--- src/rtl/fifo_lsu_gen_if.sv ---
// Handshake/data bundle between LSU issue and the request FIFO.
// master drives requests, slave is the FIFO.
interface fifo_lsu_gen_if #(
  parameter int WIDTH = 32,
  parameter int DEPTH = 16
);
  localparam int AW = $clog2(DEPTH);

  logic             Wable;
  logic [WIDTH-1:0] Din;
  logic             Rable;
  logic [WIDTH-1:0] Dout;
  logic             DoutValid;
  logic [WIDTH-1:0] FifoPreOut;
  logic             FifoClean;
  logic             Squash;
  logic [AW:0]      SquashNum;
  logic [AW:0]      Count;
  logic             FifoFull;
  logic             FifoEmpty;
  logic             AlmostFull;
  logic             OvfErr;
  logic             UdfErr;

  modport master (
    output Wable, Din, Rable, FifoClean,
    output Squash, SquashNum,
    input  Dout, DoutValid, FifoPreOut,
    input  Count, FifoFull, FifoEmpty,
    input  AlmostFull, OvfErr, UdfErr
  );

  modport slave (
    input  Wable, Din, Rable, FifoClean,
    input  Squash, SquashNum,
    output Dout, DoutValid, FifoPreOut,
    output Count, FifoFull, FifoEmpty,
    output AlmostFull, OvfErr, UdfErr
  );
endinterface

--- src/rtl/fifo_lsu_gen.sv ---
// LSU request FIFO: power-of-two depth, tail squash, flush,
// registered pop port plus combinational head peek.
module fifo_lsu_gen #(
  parameter int WIDTH    = 32,
  parameter int DEPTH    = 16,
  parameter int AFULL_TH = DEPTH - 2
) (
  input logic           Clk,
  input logic           Rest,
  fifo_lsu_gen_if.slave bus
);
  localparam int AW = $clog2(DEPTH);
  localparam logic [AW:0] LP_AFTH = (AW+1)'(AFULL_TH);

  logic [WIDTH-1:0] r_mem [DEPTH];
  logic [AW:0]      r_wr_ptr;
  logic [AW:0]      r_rd_ptr;
  logic [WIDTH-1:0] r_dout;
  logic             r_dout_valid;
  logic             r_ovf;
  logic             r_udf;

  logic [AW:0] w_count;
  logic        w_full;
  logic        w_empty;
  logic        w_rd_acc;
  logic        w_wr_acc;
  logic [AW:0] w_rd_inc;
  logic [AW:0] w_rd_next;
  logic [AW:0] w_cprime;
  logic [AW:0] w_kill;

  // MSB differs with equal index bits means wrapped once: full
  assign w_count  = r_wr_ptr - r_rd_ptr;
  assign w_empty  = (r_wr_ptr == r_rd_ptr);
  assign w_full   = (r_wr_ptr[AW] != r_rd_ptr[AW]) &&
                    (r_wr_ptr[AW-1:0] == r_rd_ptr[AW-1:0]);

  assign w_rd_acc  = bus.Rable && !w_empty;
  assign w_wr_acc  = bus.Wable && !bus.Squash &&
                     !bus.FifoClean && (!w_full || w_rd_acc);
  assign w_rd_inc  = {{AW{1'b0}}, w_rd_acc};
  assign w_rd_next = r_rd_ptr + w_rd_inc;

  // Squash never reaches past entries still resident after the pop
  assign w_cprime = w_count - w_rd_inc;
  assign w_kill   = (bus.SquashNum < w_cprime) ?
                    bus.SquashNum : w_cprime;

  always_ff @(posedge Clk) begin
    if (w_wr_acc) begin
      r_mem[r_wr_ptr[AW-1:0]] <= bus.Din;
    end
  end

  always_ff @(posedge Clk) begin
    if (Rest) begin
      r_wr_ptr     <= '0;
      r_rd_ptr     <= '0;
      r_dout       <= '0;
      r_dout_valid <= 1'b0;
      r_ovf        <= 1'b0;
      r_udf        <= 1'b0;
    end else begin
      r_rd_ptr     <= w_rd_next;
      r_dout_valid <= w_rd_acc;
      if (w_rd_acc) begin
        r_dout <= r_mem[r_rd_ptr[AW-1:0]];
      end
      if (bus.FifoClean) begin
        r_wr_ptr <= w_rd_next;
        r_ovf    <= 1'b0;
        r_udf    <= 1'b0;
      end else begin
        if (bus.Squash) begin
          r_wr_ptr <= r_wr_ptr - w_kill;
        end else if (w_wr_acc) begin
          r_wr_ptr <= r_wr_ptr + 1'b1;
        end
        if (bus.Wable && !w_wr_acc && !bus.Squash) begin
          r_ovf <= 1'b1;
        end
        if (bus.Rable && w_empty) begin
          r_udf <= 1'b1;
        end
      end
    end
  end

  assign bus.Dout       = r_dout;
  assign bus.DoutValid  = r_dout_valid;
  assign bus.FifoPreOut = r_mem[r_rd_ptr[AW-1:0]];
  assign bus.Count      = w_count;
  assign bus.FifoFull   = w_full;
  assign bus.FifoEmpty  = w_empty;
  assign bus.AlmostFull = (w_count >= LP_AFTH);
  assign bus.OvfErr     = r_ovf;
  assign bus.UdfErr     = r_udf;
endmodule

--- src/flat_wrapper.sv ---
// flat-port wrapper written by rule: the top's interface ports become plain ports
module fifo_lsu_gen_flat 
#(
  parameter int WIDTH    = 32,
  parameter int DEPTH    = 16,
  parameter int AFULL_TH = DEPTH - 2
)
  (Clk, Rest, bus_Wable, bus_Din, bus_Rable, bus_FifoClean, bus_Squash, bus_SquashNum, bus_Dout, bus_DoutValid, bus_FifoPreOut, bus_Count, bus_FifoFull, bus_FifoEmpty, bus_AlmostFull, bus_OvfErr, bus_UdfErr);
  fifo_lsu_gen_if #(.WIDTH(WIDTH), .DEPTH(DEPTH)) bus_i ();
  input logic Clk;
  input logic Rest;
  input wire logic [$bits(bus_i.Wable)-1:0] bus_Wable;
  input wire logic [$bits(bus_i.Din)-1:0] bus_Din;
  input wire logic [$bits(bus_i.Rable)-1:0] bus_Rable;
  input wire logic [$bits(bus_i.FifoClean)-1:0] bus_FifoClean;
  input wire logic [$bits(bus_i.Squash)-1:0] bus_Squash;
  input wire logic [$bits(bus_i.SquashNum)-1:0] bus_SquashNum;
  output wire logic [$bits(bus_i.Dout)-1:0] bus_Dout;
  output wire logic [$bits(bus_i.DoutValid)-1:0] bus_DoutValid;
  output wire logic [$bits(bus_i.FifoPreOut)-1:0] bus_FifoPreOut;
  output wire logic [$bits(bus_i.Count)-1:0] bus_Count;
  output wire logic [$bits(bus_i.FifoFull)-1:0] bus_FifoFull;
  output wire logic [$bits(bus_i.FifoEmpty)-1:0] bus_FifoEmpty;
  output wire logic [$bits(bus_i.AlmostFull)-1:0] bus_AlmostFull;
  output wire logic [$bits(bus_i.OvfErr)-1:0] bus_OvfErr;
  output wire logic [$bits(bus_i.UdfErr)-1:0] bus_UdfErr;
  assign bus_i.Wable = bus_Wable;
  assign bus_i.Din = bus_Din;
  assign bus_i.Rable = bus_Rable;
  assign bus_i.FifoClean = bus_FifoClean;
  assign bus_i.Squash = bus_Squash;
  assign bus_i.SquashNum = bus_SquashNum;
  assign bus_Dout = bus_i.Dout;
  assign bus_DoutValid = bus_i.DoutValid;
  assign bus_FifoPreOut = bus_i.FifoPreOut;
  assign bus_Count = bus_i.Count;
  assign bus_FifoFull = bus_i.FifoFull;
  assign bus_FifoEmpty = bus_i.FifoEmpty;
  assign bus_AlmostFull = bus_i.AlmostFull;
  assign bus_OvfErr = bus_i.OvfErr;
  assign bus_UdfErr = bus_i.UdfErr;
  fifo_lsu_gen #(.WIDTH(WIDTH), .DEPTH(DEPTH), .AFULL_TH(AFULL_TH)) u_core (.Clk(Clk), .Rest(Rest), .bus(bus_i));
endmodule
--- config.mk ---
export PLATFORM = sky130hd
export DESIGN_NAME = fifo_lsu_gen_flat
export DESIGN_NICKNAME = d
export VERILOG_FILES = /design/src/rtl/fifo_lsu_gen_if.sv /design/src/rtl/fifo_lsu_gen.sv /design/src/flat_wrapper.sv
export SDC_FILE = /design/constraint.sdc
export NUM_CORES = 1
export LEC_CHECK = 0
export ABC_AREA = 1
export CAP_MARGIN = 20
export CORE_UTILIZATION = 45
export DETAILED_ROUTE_END_ITERATION = 7
export PLACE_DENSITY_LB_ADDON = 0.25
export SLEW_MARGIN = 20
export SYNTH_ARGS = -nofsm -noshare
export SYNTH_HDL_FRONTEND = slang
export SYNTH_SLANG_ARGS = --single-unit
--- constraint.sdc ---
create_clock -name Clk -period 9.62 [get_ports Clk]
set_input_delay 1.443 -clock Clk [delete_from_list [all_inputs] [get_ports Clk]]
set_output_delay 1.443 -clock Clk [all_outputs]
set_load 0.01 [all_outputs]
**After elaboration in Yosys (flattened, before gate mapping)**

Memories as Yosys holds them, arrays and structs flattened. A register that Yosys moved wholly into a read port is not among the register bits.
Cells that the tools add are included.

- Equality and inequality tests: 3
- Reduce and logical (&&, ||, !) cells: 16
- Order comparisons: 2
- Multiplexer cells: 7
- Add/subtract/negate cells: 5

Operator list:

| operator | number |
|---|---|
| $mux W5 | 4 |
| $sub A5 B5 Y5 | 2 |
| $logic_and A1 B1 Y1 | 8 |
| $add A5 B1 Y5 | 1 |
| $add A5 B1 Y5 const B | 1 |
| $eq A5 B5 Y1 | 1 |
| $ge A5 B4 Y1 const B | 1 |
| $logic_not A1 Y1 | 5 |
| $lt A5 B5 Y1 | 1 |
| $sub A5 B1 Y5 | 1 |
| $eq A4 B4 Y1 | 1 |
| $mux W4 | 1 |
| $reduce_bool A3 Y1 | 1 |
| $mux W1 | 2 |
| $reduce_or A2 Y1 | 1 |
| $logic_or A1 B1 Y1 | 1 |
| $ne A1 B1 Y1 | 1 |

- Bits in registers: 45
- Memories: 1
- Bits in writable memories: 512

Memories:

| name | depth | bits a word | read ports | clocked after Yosys merged registers in | wr ports | RTL line | source |
|---|---|---|---|---|---|---|---|
| u_core.r_mem | 16 | 32 | 1 | 1 | 1 | fifo_lsu_gen.sv:15 | `logic [WIDTH-1:0] r_mem [DEPTH];` |

**Depth between registers and ports, before layout**

Gate-level depths: netlist of run 1.

- Word-level depth: 9
- Mapped depth: 30
- Mapped depth without buffers: 28

**Least setup slack after synthesis of run 1**

Ideal clock, no wire load.

- Path type: reg2reg
- From: register u_core.r_rd_ptr[3]
- To: register u_core.r_wr_ptr[4]
- Library setup time: 70 ps
- Arrival: 4,870 ps
- Required time: 9,550 ps
- Setup slack: 4,680 ps
- Cell stages (with the launch flop): 30
- Cell sequence: dfxtp_1 clkbuf_1 clkinv_1 clkbuf_1 ha_1 nand4_1 nor2_1 nor2_2 buf_2 ha_1 ha_1 a21boi_0 nand3_1 nand2_1 nand2_1 ha_1 nand2_1 o21bai_1 nand3_1 inv_1 nand2_1 o211ai_1 ha_1 fa_1 o21ai_0 xor2_1 inv_1 nand3_1 nand3_1 a21oi_1

- Word-level cells in the longest chain between the ends: 9
- Elaborated cells between the ends (all ways): 17
- Classes of those cells: 4 x add/sub; 1 x order compare; 2 x eq/ne; 3 x mux; 7 x reduce/logical

Ends and longest elaborated chain:

| what | RTL line | source |
|---|---|---|
| from (decl) | fifo_lsu_gen.sv:17 | `logic [AW:0] r_rd_ptr;` |
| from (signal assigned) | fifo_lsu_gen.sv:65 | `r_rd_ptr <= w_rd_next;` |
| $eq A5 B5 Y1 * | fifo_lsu_gen.sv:35 | `assign w_empty = (r_wr_ptr == r_rd_ptr);` |
| net bus_FifoEmpty | flat_wrapper.sv:23 | `output wire logic [$bits(bus_i.FifoEmpty)-1:0] bus_FifoEmpty;` |
| $logic_not A1 Y1 * | fifo_lsu_gen.sv:39 | `assign w_rd_acc = bus.Rable && !w_empty;` |
| $logic_and A1 B1 Y1 * | fifo_lsu_gen.sv:39 |  |
| net u_core.w_rd_acc | fifo_lsu_gen.sv:26 | `logic w_rd_acc;` |
| $sub A5 B1 Y5 | fifo_lsu_gen.sv:46 | `assign w_cprime = w_count - w_rd_inc;` |
| $lt A5 B5 Y1 | fifo_lsu_gen.sv:47 | `assign w_kill = (bus.SquashNum < w_cprime) ?` |
| $mux W5 | fifo_lsu_gen.sv:47 |  |
| $sub A5 B5 Y5 | fifo_lsu_gen.sv:76 | `r_wr_ptr <= r_wr_ptr - w_kill;` |
| $mux W5 | fifo_lsu_gen.sv:75 | `if (bus.Squash) begin` |
| $mux W5 | fifo_lsu_gen.sv:70 | `if (bus.FifoClean) begin` |
| to (signal assigned) | fifo_lsu_gen.sv:71 | `r_wr_ptr <= w_rd_next;` |
| to (signal assigned) | fifo_lsu_gen.sv:76 |  |
| to (signal assigned) | fifo_lsu_gen.sv:78 | `r_wr_ptr <= r_wr_ptr + 1'b1;` |
| to (decl) | fifo_lsu_gen.sv:16 | `logic [AW:0] r_wr_ptr;` |

Mark *: on every way through the listed nets, which the timed path passes. The rest lies on a longest branch.
A chain may end at the register's enable or synchronous reset.

**Worst setup path in the final report of run 1**

- From: register u_core.r_rd_ptr[1]
- To: register u_core.r_wr_ptr[4]

- Word-level cells in the longest chain between the ends: 9
- Elaborated cells between the ends (all ways): 17
- Classes of those cells: 4 x add/sub; 1 x order compare; 2 x eq/ne; 3 x mux; 7 x reduce/logical

Ends and longest elaborated chain:

| what |
|---|
| parallel branches: the longest is 9 deep, another holds $sub A5 B5 Y5 |

Several ways; the timed one is not identified.

==> flow_summary_export.csv, run 1 <==
group,metric,value,unit
status,status,"complete, no violations",
finish,seq_area,16300,µm²
worst_setup_path,r2r_start,"u_core.r_rd_ptr[1]",
timing,slew_headroom,28.5,%
timing,timing.setup.tns,0,ns
clocking,cts_tree,"done",
timing,worst_slew_pin_slew,1.07,ns
clocking,cts.sinks,557,
timing,hold_ws,0.451,ns
worst_setup_path,path_class,"register to register",
finish,final.fill_count,4153,
clocking,cts.clk_slew.worst_paths,0.07,ns
worst_setup_path,cp-start-kind,"register",
timing,finClkSkew,0.0229,ns
placement,numPortBuffers,117,
synthesis,synth_cell_types,32,
timing,fmax,0.163,GHz
floorplanning,coreArea,50200,µm²
routing,wl,54.7,mm
timing,period_needed,6.12,ns
finish,area_growth_syn_to_layout,14.8,%
timing,rsz0062_at_grt,"no",
routing,dr.first_iter.drc_count,1131,
synthesis,synthTopCellsByArea,"edfxtp_1 (67%), mux2i_1 (5.6%), o211ai_1 (4.3%)",
finish,multi_input_area,5350,µm²
synthesis,syn-cell-area,22900,µm²
finish,final_cell_count_no_fill,2530,
floorplanning,dieArea,51800,µm²
min_path,min_to,"u_core.bus.UdfErr",
worst_setup_path,reg2reg_slack,3.50,ns
power_and_ir_drop,max-vdd-ir-drop,0.157,mV
min_path,hold_start,"u_core.bus.UdfErr",
floorplanning,die_w,228,µm
floorplanning,num_io_pins,118,
worst_setup_path,rr_endpoint,"u_core.r_wr_ptr[4]",
timing,hold_violations,0,
timing,setup_violations,0,
routing,drc,0,
synthesis,ys_seq_area_share,71.1,%
synthesis,syn_nets,1769,
power_and_ir_drop,p_per_area,273,nW/µm²
synthesis,synth_flop_cell,"edfxtp_1",
finish,nets,1870,
global_routing,grt_pass1_wl,82.0,mm
global_routing,grt_usage,21.5,%
worst_setup_path,cp-end-kind,"register",
routing,dr.pass1.iters,5,
placement,dpl.hpwl,28.0,mm
routing,num_vias,13798,
global_routing,grt_pass1_vias,13393,
routing,avgViaCountPerCell,5.45,
clocking,cts_setup_buffers,0,
synthesis,synthCells,1708,
floorplanning,core.rowCount,82,
timing,fin_crit_sh,63.6,%
power_and_ir_drop,leakage,9.12,nW
timing,slew_viol_final,0,
placement,place_inst,2424,
routing,wire_per_inst,21.6,µm
worst_setup_path,cp_max_fo,58,
routing,ant_nets,0,
worst_setup_path,arrival,6.66,ns
clocking,htree_num_levels,2,
floorplanning,start_util,45.6,%
synthesis,synth_top_area_share,67.2,%
worst_setup_path,reg2reg_depth,28,
clocking,cts_root_buffer,"clkbuf_16",
clocking,numCtsBuffers,55,
global_routing,antenna_found_initial,5,
global_routing,grt_remaining_overflow,0,
global_routing,grt_max_degree,91,
clocking,cts_resized,0,
flow_run,max_cap_violations,0,
synthesis,synth_edf_count,512,
floorplanning,fp.dieH,228,µm
finish,drive_above_1_share,6.90,%
worst_setup_path,crit_required,10.16,ns
clocking,clkLatencyLatePin,0.61,ns
synthesis,synth_seq_cells,557,
min_path,hold_depth,2,
worst_setup_path,cpMostUsedCell,"ha_1",
clocking,cts_max_path_buffers,3,
placement,gp_congestion,0.808,
synthesis,synth_top_cell_by_area,"edfxtp_1",
worst_setup_path,worst_path_max_delay_cell,"dfxtp_4",
synthesis,avgSynthCellArea,13.4,µm²
worst_setup_path,critPathMaxStageDelay,0.84,ns
synthesis,ys_async_sr_fraction,0,%
min_path,holdCritPathClass,"register to register",
clocking,hold_buffers,0,
synthesis,ys_warn_count,0,
-- worst max path at each step --
stage / startpoint / to / slack (ns)
floorplan: u_core.r_rd_ptr[3] / u_core.r_wr_ptr[4] / 4.68
global placement: bus_Rable / u_core.r_wr_ptr[4] / 3.72
detailed placement: bus_Rable / u_core.r_wr_ptr[4] / 3.51
CTS: u_core.r_rd_ptr[1] / u_core.r_wr_ptr[4] / 3.56
global route: u_core.r_rd_ptr[1] / u_core.r_wr_ptr[4] / 3.02
finish: u_core.r_rd_ptr[1] / u_core.r_wr_ptr[4] / 3.50
-- Yosys cell counts (4+ instances only) --
| library cell | number |
|---|---|
| nand3_1 | 70 |
| buf_2 | 18 |
| ha_1 | 16 |
| nand2_1 | 70 |
| o21ai_1 | 33 |
| o21ai_0 | 153 |
| buf_4 | 8 |
| inv_1 | 193 |
| nor2_1 | 97 |
| xor2_1 | 5 |
| buf_6 | 10 |
| buf_8 | 10 |
| a21oi_1 | 140 |
| dfxtp_1 | 45 |
| o211ai_1 | 130 |
| edfxtp_1 | 512 |
| buf_1 | 4 |
| clkbuf_1 | 47 |
| mux2i_1 | 128 |
-- cells by family after synthesis --
group	synth area share, %
flip-flops	71.1
AO/OA/AOI/OAI	11.6
buffers and inverters	6.07
AND/OR/NAND/NOR	4.32
multiplexers	5.60
adder cells (fa/ha/maj)	1.05
XOR/XNOR	0.268
-- per-layer routing --
metal | routed length, µm | GRT usage (%)
met1 | 24000 | 29.6
met2 | 26000 | 35.1
met3 | 3280 | 3.14
met4 | 1430 | 7.34
met5 | 27 | 0
-- worst max-delay path: cells and delay by family (launching register included) --
kind	cells	cell delay (ns)
XOR/XNOR	1	0.20
adder cells (fa/ha/maj)	6	1.82
flip-flops	1	0.84
AND/OR/NAND/NOR	12	1.20
AO/OA/AOI/OAI	5	0.91
buffers and inverters	4	1.01
-- flip-flops by register name, indices dropped and copies added, names as in the netlist --
| name | count |
|---|---|
| u_core.r_mem | 512 |
| u_core.r_rd_ptr | 5 |
| u_core.bus.OvfErr | 1 |
| u_core.bus.Dout | 32 |
| u_core.bus.DoutValid | 1 |
| u_core.bus.UdfErr | 1 |
| u_core.r_wr_ptr | 5 |
-- per-stage QoR --
stage                     area (µm²)  setup WS, ns  power [W]  util (%)
final                          26300          3.50    0.00716      52.4
after global routing           26300          3.02    0.00756      52.4
after CTS                      26300          3.56    0.00721      52.4
after detailed placement       24600          3.51    0.00519      49.0
after global placement         24600          3.72    0.00514      49.0
after floorplan                22900          4.68    0.00445         -
-- cell type report --
class,instances,share of cell area [%]
clock buffer,81,5.88
antenna,2,0.0190
tap,672,3.20
sequential,557,62.0
multi-input combinational,854,20.3
inverter,196,2.81
timing repair buffer,145,5.24
clock inverter,23,0.543
-- power by group --
group	leakage, nW	total [W]	internal [W]	switching [W]
registers	4.98	0.00290	0.00277	0.000129
logic	3.31	0.00224	0.000926	0.00132
clock network	0.830	0.00202	0.00114	0.000887
total	9.12	0.00716	0.00483	0.00233
-- placed cells by master (no fill, tap or decap), drive strengths merged, types with 70 or more instances in the layout --
cell / instances
o211ai: 130
nor2: 98
mux2i: 128
a21oi: 140
inv: 196
o21ai: 186
edfxtp: 512
nand3: 70
clkbuf: 81
clkdlybuf4s50: 116
nand2: 70
No activity file was read; power rests on OpenSTA's default activity.
==> run 2: changes to the inputs <==
clock period = 5.1 ns   (was 9.62 ns; I/O delays follow)
==> flow_summary_export.csv, run 2 (synthesis results as in run 1) <==
group,metric,value,unit
timing,fmax,0.216,GHz
worst_setup_path,path_class,"register to register",
min_path,holdCritPathClass,"register to register",
clocking,cts_resized,0,
timing,worst_slew_pin_slew,1.11,ns
routing,num_vias,13856,
floorplanning,num_io_pins,118,
timing,hold_ws,0.451,ns
routing,avgViaCountPerCell,5.46,
routing,wl_met1,24.5,mm
placement,place_inst,2434,
timing,setup_violations,0,
worst_setup_path,cp-end-kind,"register",
finish,final_cell_mix,"edfxtp_1 (512), inv_1 (191), o21ai_0 (153), a21oi_1 (140), o211ai_1 (130)",
finish,multi_input_area,5350,µm²
finish,nets,1882,
global_routing,grt_pass1_vias,13106,
worst_setup_path,crit_required,5.63,ns
finish,seq_area,16300,µm²
routing,highest_layer,"met5",
floorplanning,die_w,228,µm
floorplanning,dieArea,51800,µm²
timing,slew_headroom,25.8,%
power_and_ir_drop,p_per_area,517,nW/µm²
placement,dpl.hpwl,28.7,mm
routing,drc,0,
timing,period_needed,4.64,ns
finish,final_cell_count_no_fill,2539,
power_and_ir_drop,max-vdd-ir-drop,0.432,mV
routing,wire_per_inst,21.8,µm
clocking,cts.sinks,557,
power_and_ir_drop,leakage,9.24,nW
routing,wl_met2,26.6,mm
power_and_ir_drop,intPower,0.00929,W
power_and_ir_drop,p_switching,0.00442,W
global_routing,grt_max_degree,210,
global_routing,grt_pass1_wl,81.5,mm
clocking,hold_buffers,0,
global_routing,grt_remaining_overflow,0,
finish,drive_above_1_share,7.56,%
clocking,cts_root_buffer,"clkbuf_16",
floorplanning,coreArea,50200,µm²
clocking,cts_tree,"done",
power_and_ir_drop,switching_share,32.2,%
worst_setup_path,arrival,5.16,ns
timing,rsz0062_at_grt,"no",
finish,final_common_cell,"edfxtp_1",
clocking,cts_setup_buffers,0,
worst_setup_path,reg2reg_slack,0.46,ns
timing,fin_crit_sh,90.9,%
clocking,htree_num_levels,2,
timing,slew_viol_final,0,
power_and_ir_drop,p_seq_share,38.9,%
power_and_ir_drop,clkPwrFrac,29.0,%
power_and_ir_drop,p_comb_share,32.0,%
routing,dr.pass1.iters,5,
timing,hold_violations,0,
floorplanning,start_util,45.6,%
worst_setup_path,cp_max_fo,8,
finish,final.fill_count,4194,
timing,timing.setup.tns,0,ns
finish,area_growth_syn_to_layout,15.8,%
routing,met3_length,3.30,mm
routing,ant_nets,0,
status,status,"complete, no violations",
clocking,cts_max_path_buffers,3,
global_routing,antenna_found_initial,2,
routing,dr.first_iter.drc_count,1353,
routing,wl,55.4,mm
flow_run,max_cap_violations,0,
global_routing,grt_usage,21.5,%
floorplanning,fp.dieH,228,µm
worst_setup_path,cp-start-kind,"register",
clocking,clkLatencyLatePin,0.61,ns
finish,fin_area,26500,µm²
clocking,cts.clk_slew.worst_paths,0.06,ns
clocking,numCtsBuffers,57,
placement,numPortBuffers,117,
placement,dpl_cell_area,24700,µm²
timing,finClkSkew,0.0291,ns
placement,gp_congestion,0.852,
finish,largest_reg_flops,512,
floorplanning,core.rowCount,82,
run 2: layout make-up:
| type | instances | area share, % |
|---|---|---|
| Clock buffer | 79 | 5.92 |
| Clock inverter | 25 | 0.854 |
| Multi-Input combinational cell | 854 | 20.2 |
| Timing Repair Buffer | 155 | 5.66 |
| Inverter | 196 | 2.78 |
| Antenna cell | 1 | 0.00944 |
| Tap cell | 672 | 3.17 |
| Sequential cell | 557 | 61.4 |
run 2: worst max-delay path, cell delays in order (launching register included):
cell	delay (ns)
dfxtp_1	0.47
ha_1	0.36
nand4_1	0.16
nor2_1	0.11
nor2_4	0.10
ha_1	0.17
ha_1	0.16
a21boi_0	0.33
nand3_1	0.12
nand2_1	0.09
nand2_1	0.06
ha_1	0.30
nand2_1	0.07
nor2_1	0.10
o21ai_0	0.09
nand3_1	0.11
inv_1	0.13
nand2_1	0.08
o211ai_1	0.10
ha_1	0.24
fa_1	0.43
o21ai_0	0.23
xor2_1	0.22
inv_1	0.06
nand3_1	0.08
nand3_1	0.07
a21oi_1	0.13
run 2: per-stage QoR:
step           total power (W)  setup slack [ns]  util (%)
2_1_floorplan          0.00840             0.160         -
3_3_place_gp           0.00973             0.351      49.3
3_5_place_dp           0.00981             0.235      49.3
4_1_cts                 0.0138             0.465      52.8
5_1_grt                 0.0144            0.0476      52.9
6_report                0.0137             0.463      52.9
run 2: power groups by stage:
stage	combinational, W	sequential, W	clock [W]
after floorplan	0.00294	0.00546	0
after global placement	0.00431	0.00542	0
after detailed placement	0.00438	0.00543	0
after CTS	0.00440	0.00534	0.00405
after global routing	0.00488	0.00536	0.00421
final	0.00439	0.00533	0.00398
run 2: per-layer routing:
| metal | track usage [%] | vias to the layer above |
|---|---|---|
| met4 | 5.22 | 2 |
| li1 | - | 6464 |
| met5 | 0 | - |
| met1 | 29.6 | 6891 |
| met3 | 3.63 | 65 |
| met2 | 35.6 | 434 |
run 2: path summary, 6_finish.rpt:
kind / from / end / cells after the start
hold reg to reg: u_core.bus.UdfErr / u_core.bus.UdfErr / 2
hold / removal: u_core.bus.UdfErr / u_core.bus.UdfErr / 2
setup / recovery: u_core.r_wr_ptr[3] / u_core.r_wr_ptr[4] / 26
setup reg to reg: u_core.r_wr_ptr[3] / u_core.r_wr_ptr[4] / 26
==> run 3: changes to the inputs <==
SETUP_SLACK_MARGIN = 0.02   (was default)
==> results of run 3 <==
Final layout, timing and power as in run 2 (identical DEF).
